`config.mk`:
```
export PLATFORM = sky130hd
export DESIGN_NAME = addsub_seq_ctrl
export DESIGN_NICKNAME = d
export VERILOG_FILES = /design/src/rtl/addsub_seq_ctrl.sv
export SDC_FILE = /design/constraint.sdc
export NUM_CORES = 1
export LEC_CHECK = 0
export CAP_MARGIN = 0
export CORE_ASPECT_RATIO = 2
export CORE_MARGIN = 2
export CORE_UTILIZATION = 27
export DETAILED_ROUTE_END_ITERATION = 7
export PLACE_DENSITY = 0.61
export SETUP_SLACK_MARGIN = 0.15
export SLEW_MARGIN = 20
export SYNTH_ARGS = -nofsm -noshare
export SYNTH_HDL_FRONTEND = slang
export SYNTH_SLANG_ARGS = --single-unit
```
`constraint.sdc`:
```
create_clock -name clk -period 2.65 [get_ports clk]
set_clock_uncertainty 0.1 [all_clocks]
set_input_delay 0.265 -clock clk [delete_from_list [all_inputs] [get_ports clk]]
set_output_delay 0.265 -clock clk [all_outputs]
set_load 0.005 [all_outputs]
```
`src/rtl/addsub_seq_ctrl.sv`:
```
// Nibble-serial add/subtract, one 4-bit slice per clock, LSB first; ADDSUB_SEQ_SAT_EN enables saturation on overflow.
// Latency: done pulses NIBBLES+1 cycles after the accepting edge; start is ignored while busy.
module addsub_seq_ctrl #(
    parameter int NIBBLES = 4
) (
    input  logic                   clk,
    input  logic                   reset,
    input  logic                   start,
    input  logic                   op,
    input  logic [4*NIBBLES-1:0]   a,
    input  logic [4*NIBBLES-1:0]   b,
    output logic                   busy,
    output logic                   done,
    output logic [4*NIBBLES-1:0]   result,
    output logic                   c_out,
    output logic                   v
);
    localparam int W  = 4 * NIBBLES;
    localparam int IW = (NIBBLES > 1) ? $clog2(NIBBLES) : 1;

    typedef enum logic [1:0] {
        S_IDLE,
        S_RUN,
        S_DONE
    } state_t;

    state_t          r_state;
    state_t          w_next;
    logic [W-1:0]    r_a;
    logic [W-1:0]    r_b;
    logic            r_op;
    logic [IW-1:0]   r_idx;
    logic            r_carry;
    logic [W-1:0]    r_result;
    logic            r_c_out;
    logic            r_v;
    logic            r_busy;
    logic            r_done;

    logic [3:0]      w_an;
    logic [3:0]      w_bx;
    logic [4:0]      w_sum;
    logic            w_c3;
    logic            w_last;

    // Subtraction is a + ~b + 1: the carry register is seeded with op on accept.
    assign w_an   = r_a[4*r_idx +: 4];
    assign w_bx   = r_b[4*r_idx +: 4] ^ {4{r_op}};
    assign w_sum  = {1'b0, w_an} + {1'b0, w_bx} + {4'b0000, r_carry};
    assign w_c3   = w_an[3] ^ w_bx[3] ^ w_sum[3];
    assign w_last = (r_idx == IW'(NIBBLES - 1));

    always_comb begin
        w_next = r_state;
        case (r_state)
            S_IDLE:  if (start)  w_next = S_RUN;
            S_RUN:   if (w_last) w_next = S_DONE;
            S_DONE:  w_next = S_IDLE;
            default: w_next = S_IDLE;
        endcase
    end

    always_ff @(posedge clk) begin
        if (reset) begin
            r_state <= S_IDLE;
            r_busy  <= 1'b0;
            r_done  <= 1'b0;
        end else begin
            r_state <= w_next;
            r_busy  <= (w_next != S_IDLE);
            r_done  <= (w_next == S_DONE);
        end
    end

    always_ff @(posedge clk) begin
        if (reset) begin
            r_a      <= '0;
            r_b      <= '0;
            r_op     <= 1'b0;
            r_idx    <= '0;
            r_carry  <= 1'b0;
            r_result <= '0;
            r_c_out  <= 1'b0;
            r_v      <= 1'b0;
        end else begin
            case (r_state)
                S_IDLE: begin
                    if (start) begin
                        r_a      <= a;
                        r_b      <= b;
                        r_op     <= op;
                        r_idx    <= '0;
                        r_carry  <= op;
                        r_result <= '0;
                    end
                end
                S_RUN: begin
                    r_result[4*r_idx +: 4] <= w_sum[3:0];
                    r_carry                <= w_sum[4];
                    r_idx                  <= w_last ? '0 : r_idx + IW'(1);
                    if (w_last) begin
                        r_c_out <= w_sum[4] ^ r_op;
                        r_v     <= w_c3 ^ w_sum[4];
`ifdef ADDSUB_SEQ_SAT_EN
                        // Overflow direction follows the sign of a.
                        if (w_c3 ^ w_sum[4])
                            r_result <= r_a[W-1] ? {1'b1, {(W-1){1'b0}}}
                                                 : {1'b0, {(W-1){1'b1}}};
`endif
                    end
                end
                default: ;
            endcase
        end
    end

    assign busy   = r_busy;
    assign done   = r_done;
    assign result = r_result;
    assign c_out  = r_c_out;
    assign v      = r_v;
endmodule

```
==> results of run 1 <==
[per-stage QoR]
| step | total power [uW] | setup WS, ns |
|---|---|---|
| finish | 2370 | 0.0743 |
| global route | 2470 | -0.0523 |
| CTS | 2370 | 0.00276 |
| detailed placement | 1280 | -0.00826 |
| global placement | 1280 | 0.0372 |
| floorplan | 1160 | -0.0385 |
[worst register-to-register path, delay by kind of cell, from the launching register on]
| kind | cells | cell delay, ns |
|---|---|---|
| adders and majority gates | 2 | 0.58 |
| muxes | 1 | 0.53 |
| DFF | 1 | 0.35 |
| buffers and inverters | 3 | 0.35 |
| xor gates and xnor gates | 2 | 0.32 |
| AOI/OAI and AO/OA | 1 | 0.15 |
| and+or+nand+nor | 1 | 0.06 |
[area by class of cell]
type | count | area [um2]
multi-input cells | 203 | 1380
clock buffers | 14 | 274
flip-flops and latches | 58 | 1170
repair buffers | 69 | 663
inverters | 6 | 22.5
clock inverters | 2 | 10.0
fillers | 981 | 5730
well taps | 104 | 130
[state kept, by name (all words and copies together), names as in the netlist]
| register | count |
|---|---|
| r_a | 16 |
| r_b | 16 |
| result | 16 |
| r_idx | 2 |
| r_state | 2 |
| busy | 1 |
| c_out | 1 |
| done | 1 |
| r_carry | 1 |
| r_op | 1 |
| v | 1 |
[where the power goes]
part	switching, uW	leakage, uW	internal [uW]
logic	186	0.000772	175
clock network	367	0.000143	704
registers	25.0	0.000475	914
[logic make-up after synthesis]
family	synth area share
AO/OA/AOI/OAI	0.141
buffers and inverters	0.0580
XOR/XNOR	0.0268
flip-flops	0.445
adder cells (fa/ha/maj)	0.0489
AND/OR/NAND/NOR	0.207
multiplexers	0.0733
[worst min-delay path by stage]
stage	slack [ns]	end	depth (start not counted)
floorplan	0.30	r_b[5]	2
global placement	0.34	r_b[11]	2
detailed placement	0.34	r_b[1]	2
CTS	0.33	result[4]	2
global route	0.37	result[4]	2
finish	0.33	result[9]	2
[what timing repair did]
action	in CTS	in global routing
gates resized for setup	1	16
endpoints found under the setup margin	7	15
buffers inserted	2	2
pin swaps	5	13
[routing by layer]
layer	GRT usage	share of wire	wire [um]
met3	0.0360	0.034	221
met4	0.0880	0.039	254
met2	0.240	0.56	3650
met5	0	0	0
met1	0.126	0.37	2390
[cell usage in the layout, fill, tap and decap left out, types with 4 or more instances in the layout]
cell / instances
sky130_fd_sc_hd__nor2_1: 24
sky130_fd_sc_hd__xor2_1: 4
sky130_fd_sc_hd__a21oi_1: 37
sky130_fd_sc_hd__inv_1: 4
sky130_fd_sc_hd__dfxtp_1: 56
sky130_fd_sc_hd__clkbuf_16: 9
sky130_fd_sc_hd__clkdlybuf4s50_1: 54
sky130_fd_sc_hd__a22oi_2: 10
sky130_fd_sc_hd__buf_4: 13
sky130_fd_sc_hd__mux4_2: 7
sky130_fd_sc_hd__a22oi_1: 6
sky130_fd_sc_hd__ha_1: 7
sky130_fd_sc_hd__nand2_1: 75
sky130_fd_sc_hd__a21o_1: 5
==> run summary, run 1 <==
RUN STATUS
------------------------------------------------------------------------------------
Outcome ............................................................... finished clean

CTS
------------------------------------------------------------------------------------
Clk slew on worst S/H paths ...........................................      0.05 ns
Cell chosen for the clock root ........................................ sky130_fd_sc_hd__clkbuf_16
CTS sink count ........................................................           58
CTS tree ..............................................................        built
CTS buffer count ......................................................            9
Clock network latency to the later pin of the worst-skew pair .........      0.33 ns
CTS H-tree depth ......................................................            3
Worst-case clock buffer depth .........................................            2
Cts-stage hold buffer count ...........................................            0

WORST SETUP PATH
------------------------------------------------------------------------------------
Crit-path cells ....................................................... mux4_2 > xnor2_2 > fa_2 > inv_2 > fa_2 > buf_4 > xor2_1 > buf_4 > a22oi_2 > nor2_1
End point of the critical path ........................................   result[10]
Largest stage delay on the critical path ..............................      0.53 ns
Top fanout value on the critical path .................................            4
Cell with the largest stage delay on the worst path ................... sky130_fd_sc_hd__mux4_2
Required time reported for the critical path endpoint .................      2.73 ns
WP data arrival .......................................................      2.66 ns
Cell family with most CP delay ........................................  adder cells
Reg2Reg Setup Slack ...................................................      0.07 ns
Startpoint kind of the worst setup timing path ........................    flip-flop
Logic depth of the worst path, buffers included .......................           10
Source of the worst register-to-register timing path ..................     r_idx[0]
Critical path origin ..................................................     r_idx[0]
Critical Path Sink Type ...............................................    flip-flop
Buf/Inv on CP .........................................................            3
Depth of the worst register-to-register path ..........................           10
Destination of the worst register-to-register timing path .............   result[10]
Critical Setup Path Class .............................................      reg2reg

DRT
------------------------------------------------------------------------------------
DRC ...................................................................            0
Initial DRC count .....................................................           85
Mean routed wirelength per cell .......................................      14.3 um
Number of vias per cell ...............................................         4.77
Detail Route Antenna Nets .............................................            0
Number of vias after detailed routing .................................         2175
Detailed Routing Iterations Pass 1 ....................................            4
Final Routed Wirelength ...............................................      6.52 mm

PLACED DESIGN
------------------------------------------------------------------------------------
Quantity of I/O buffers inserted on ports .............................           55
Area after DPL ........................................................     3270 um2
Weighted congestion at the end of routability-driven global placement .        0.810
Number of cells after detailed placement ..............................          436
Dpl hpwl ..............................................................      4.87 mm

FINAL LAYOUT
------------------------------------------------------------------------------------
Share of cells above drive strength 1 .................................        0.188
Post-route cell area ..................................................     3650 um2
Area Overhead vs Synth ................................................        39.8%
Final core utilization ................................................        0.389
Final Net Count .......................................................          392
Number of antenna diodes ..............................................            0
Filler-free cell count of the finished design .........................          456

TIMING
------------------------------------------------------------------------------------
RSZ-0062 raised after global routing ..................................         true
Max-slew violation total from the final report ........................            0
Post-Route Hold Slack .................................................     0.334 ns
Max transition margin .................................................        0.308
Crit share post-route .................................................        0.972
Max Fclk ..............................................................      388 MHz
Transition time at the pin with the least slew margin .................      1.04 ns
Total of endpoints with negative setup slack in the final report ......            0
Total negative setup slack ............................................         0 ns
Min Clock Period, post-route ..........................................      2.58 ns
Final Hold Violating Endpoints ........................................            0

GLOBAL ROUTE
------------------------------------------------------------------------------------
Pin count of the biggest net entering global routing ..................           35
Via count of the first global-routing pass ............................         2212
First-pass GRT wire length ............................................      10.5 mm
Global-route usage over all layers ....................................        0.133
Global route overflow .................................................            0
Antenna violations before repair ......................................            0

FLOORPLANNING
------------------------------------------------------------------------------------
Die Y .................................................................       143 um
Floorplan die width ...................................................      73.5 um
Die Area ..............................................................    10500 um2
Number of rows created at floorplan ...................................           50
Starting utilization of the core area .................................        0.278
Area of the core ......................................................     9380 um2
Ports .................................................................           56

LOGIC SYNTHESIS
------------------------------------------------------------------------------------
Async set-reset flop share out of synthesis ...........................            0
Largest cells by area after synthesis ................................. sky130_fd_sc_hd__dfxtp_1 (44%), sky130_fd_sc_hd__nand2_1 (11%), sky130_fd_sc_hd__a21oi_1 (7.5%)
Mean post-synth cell area .............................................     9.13 um2
Commonest cells in the synthesized netlist ............................ sky130_fd_sc_hd__nand2_1 (75), sky130_fd_sc_hd__dfxtp_1 (58), sky130_fd_sc_hd__a21oi_1 (39)
Number of enable-type register cells in the synthesized netlist .......            0
Fraction of the yosys area taken by sequential cells ..................        0.445
Most common flop cell mapped by yosys ................................. sky130_fd_sc_hd__dfxtp_1
Area fraction of the dominant cell type after synthesis ...............        0.445
Library cell with the highest instance count after synthesis .......... sky130_fd_sc_hd__nand2_1
Synthesized netlist cell count ........................................          286
Area leader, netlist .................................................. sky130_fd_sc_hd__dfxtp_1
Total of flip-flops plus latches after synthesis ......................           58
Cell area after synthesis .............................................     2610 um2
Library cells used by synthesis .......................................           31
Warning count from the yosys run ......................................            0
Mapped Nets ...........................................................          331

POWER AND IR DROP
------------------------------------------------------------------------------------
Power density of the placed cells .....................................   650 nW/um2
Lkg Pwr ...............................................................   0.00139 uW
Peak supply drop ......................................................       339 uV

HOLD PATH
------------------------------------------------------------------------------------
Hold path start .......................................................        reset
Worst min-delay path class ............................................       in2reg

FLOW RUN
------------------------------------------------------------------------------------
Max-cap violations ....................................................            0

Power figures use the tool's default switching activity.
==> inputs of run 2 (changes only) <==
Settings changed: CORE_MARGIN 2 to 8.
==> run 2 against run 1 <==
Power decreased by 2.2%. Cell count grew 0.44%. Count of clock-buffer cells in the layout is 1 lower. Routed wire length is 3.0% higher. Combinational power fell by 2%. Final area shrank 1.2%. Fmax is 0.13% higher. Register-to-register slack hardly changed. Utilization fell by 1.2 points. Global-route usage down 2.3 points.
==> run summary, run 2 (synthesis gave the netlist of run 1 again) <==
TIMING
------------------------------------------------------------------------------------
Max-slew violation total from the final report ........................            0
Final Hold Violating Endpoints ........................................            0
Crit share post-route .................................................        0.971
Min Clock Period, post-route ..........................................      2.57 ns
Max Fclk ..............................................................      389 MHz
Post-Route Hold Slack .................................................     0.339 ns
RSZ-0062 raised after global routing ..................................         true
Total of endpoints with negative setup slack in the final report ......            0
Transition time at the pin with the least slew margin .................     0.624 ns
Max transition margin .................................................        0.584

WORST SETUP PATH
------------------------------------------------------------------------------------
Critical path origin ..................................................     r_idx[0]
Critical Setup Path Class .............................................      reg2reg
Critical Path Sink Type ...............................................    flip-flop
WP data arrival .......................................................      2.69 ns
Source of the worst register-to-register timing path ..................     r_idx[0]
Required time reported for the critical path endpoint .................      2.77 ns
Startpoint kind of the worst setup timing path ........................    flip-flop
Top fanout value on the critical path .................................            3

POWER AND IR DROP
------------------------------------------------------------------------------------
Final Total Pwr .......................................................      2320 uW
Power density of the placed cells .....................................   643 nW/um2
Lkg Pwr ...............................................................   0.00138 uW
Peak supply drop ......................................................       303 uV

CTS
------------------------------------------------------------------------------------
Clock network latency to the later pin of the worst-skew pair .........      0.33 ns
Worst-case clock buffer depth .........................................            2
CTS tree ..............................................................        built
Cts-stage hold buffer count ...........................................            0
CTS H-tree depth ......................................................            3
Clk slew on worst S/H paths ...........................................      0.05 ns
CTS sink count ........................................................           58
CTS buffer count ......................................................            9
Cell chosen for the clock root ........................................ sky130_fd_sc_hd__clkbuf_16

DRT
------------------------------------------------------------------------------------
Detail Route Antenna Nets .............................................            0
Initial DRC count .....................................................          130
Final Routed Wirelength ...............................................      6.71 mm
Number of vias per cell ...............................................         4.77
Number of vias after detailed routing .................................         2186
Mean routed wirelength per cell .......................................      14.7 um
DRC ...................................................................            0
Detailed Routing Iterations Pass 1 ....................................            4

FLOORPLANNING
------------------------------------------------------------------------------------
Die Y .................................................................       155 um
Number of rows created at floorplan ...................................           51
Die Area ..............................................................    13300 um2
Area of the core ......................................................     9570 um2
Floorplan die width ...................................................      85.5 um
Starting utilization of the core area .................................        0.273
Ports .................................................................           56

FINAL LAYOUT
------------------------------------------------------------------------------------
Share of cells above drive strength 1 .................................        0.168
Final Net Count .......................................................          392
Filler-free cell count of the finished design .........................          458
Area Overhead vs Synth ................................................        38.2%
Number of antenna diodes ..............................................            0
Most common cell after layout, fill and taps aside .................... sky130_fd_sc_hd__nand2_1
Commonest cells after routing, fill and taps aside .................... sky130_fd_sc_hd__nand2_1 (75), sky130_fd_sc_hd__dfxtp_1 (57), sky130_fd_sc_hd__clkdlybuf4s50_1 (54), sky130_fd_sc_hd__a21oi_1 (36), sky130_fd_sc_hd__nor2_1 (25)
Post-route cell area ..................................................     3610 um2

PLACED DESIGN
------------------------------------------------------------------------------------
Quantity of I/O buffers inserted on ports .............................           55
Dpl hpwl ..............................................................      4.80 mm
Number of cells after detailed placement ..............................          439
Area after DPL ........................................................     3270 um2
Weighted congestion at the end of routability-driven global placement .        0.765

GLOBAL ROUTE
------------------------------------------------------------------------------------
First-pass GRT wire length ............................................      11.4 mm
Global route overflow .................................................            0
Pin count of the biggest net entering global routing ..................           35
Via count of the first global-routing pass ............................         2305
Global-route usage over all layers ....................................        0.110
Antenna violations before repair ......................................            0

HOLD PATH
------------------------------------------------------------------------------------
Hold path start .......................................................        reset
Worst min-delay path class ............................................       in2reg

RUN STATUS
------------------------------------------------------------------------------------
Outcome ............................................................... finished clean

FLOW RUN
------------------------------------------------------------------------------------
Max-cap violations ....................................................            0

==> run 2: worst max-delay path: stages (launching register included) <==
cell	delay, ns
sky130_fd_sc_hd__dfxtp_4	0.35
sky130_fd_sc_hd__mux4_2	0.53
sky130_fd_sc_hd__xnor2_2	0.17
sky130_fd_sc_hd__fa_2	0.24
sky130_fd_sc_hd__inv_2	0.04
sky130_fd_sc_hd__fa_2	0.33
sky130_fd_sc_hd__a21o_1	0.20
sky130_fd_sc_hd__a21oi_4	0.16
sky130_fd_sc_hd__nor2_1	0.06
sky130_fd_sc_hd__a221oi_1	0.21
sky130_fd_sc_hd__nor2_1	0.07
==> run 2: stage by stage <==
stage               setup TNS [ns]  worst slack [ns]   util
floorplan                  -0.0407           -0.0385      -
global placement                 0            0.0638  0.341
detailed placement               0           0.00593  0.341
CTS                              0            0.0528  0.370
global route                -0.105           -0.0384  0.377
finish                           0            0.0776  0.377
==> run 2: final cells by class <==
class                           instances  area, um2
Multi-Input combinational cell        203       1370
Sequential cell                        58       1160
Clock inverter                          3       15.0
Timing Repair Buffer                   69        651
Inverter                                6       22.5
Clock buffer                           13        250
Fill cell                             980       5960
Tap cell                              106        133
==> run 2: repair_timing <==
action	CTS	global route
buffers inserted	2	1
pin swaps	6	8
gates resized for setup	0	10
endpoints found under the setup margin	7	13
==> run 2: path summary, 6_finish.rpt <==
kind	cells after the start	slack, ns	endpoint
min reg2reg	2	0.35	r_b[11]
max	10	0.08	r_carry
max reg2reg	10	0.08	r_carry
min	2	0.34	r_state[1]
==> run 2: routing by layer <==
layer	GRT usage	wire, um	vias to the layer above
li1	-	-	1096
met1	0.127	2950	1016
met2	0.171	3190	59
met3	0.0465	418	15
met4	0.0539	151	0
met5	0	0	-
==> run 2: power breakdown <==
group	total [uW]	internal (uW)	switching, uW	leakage (uW)
clock network	1030	651	378	0.000133
registers	937	914	23.1	0.000474
logic	352	168	185	0.000777
total	2320	1730	586	0.00138
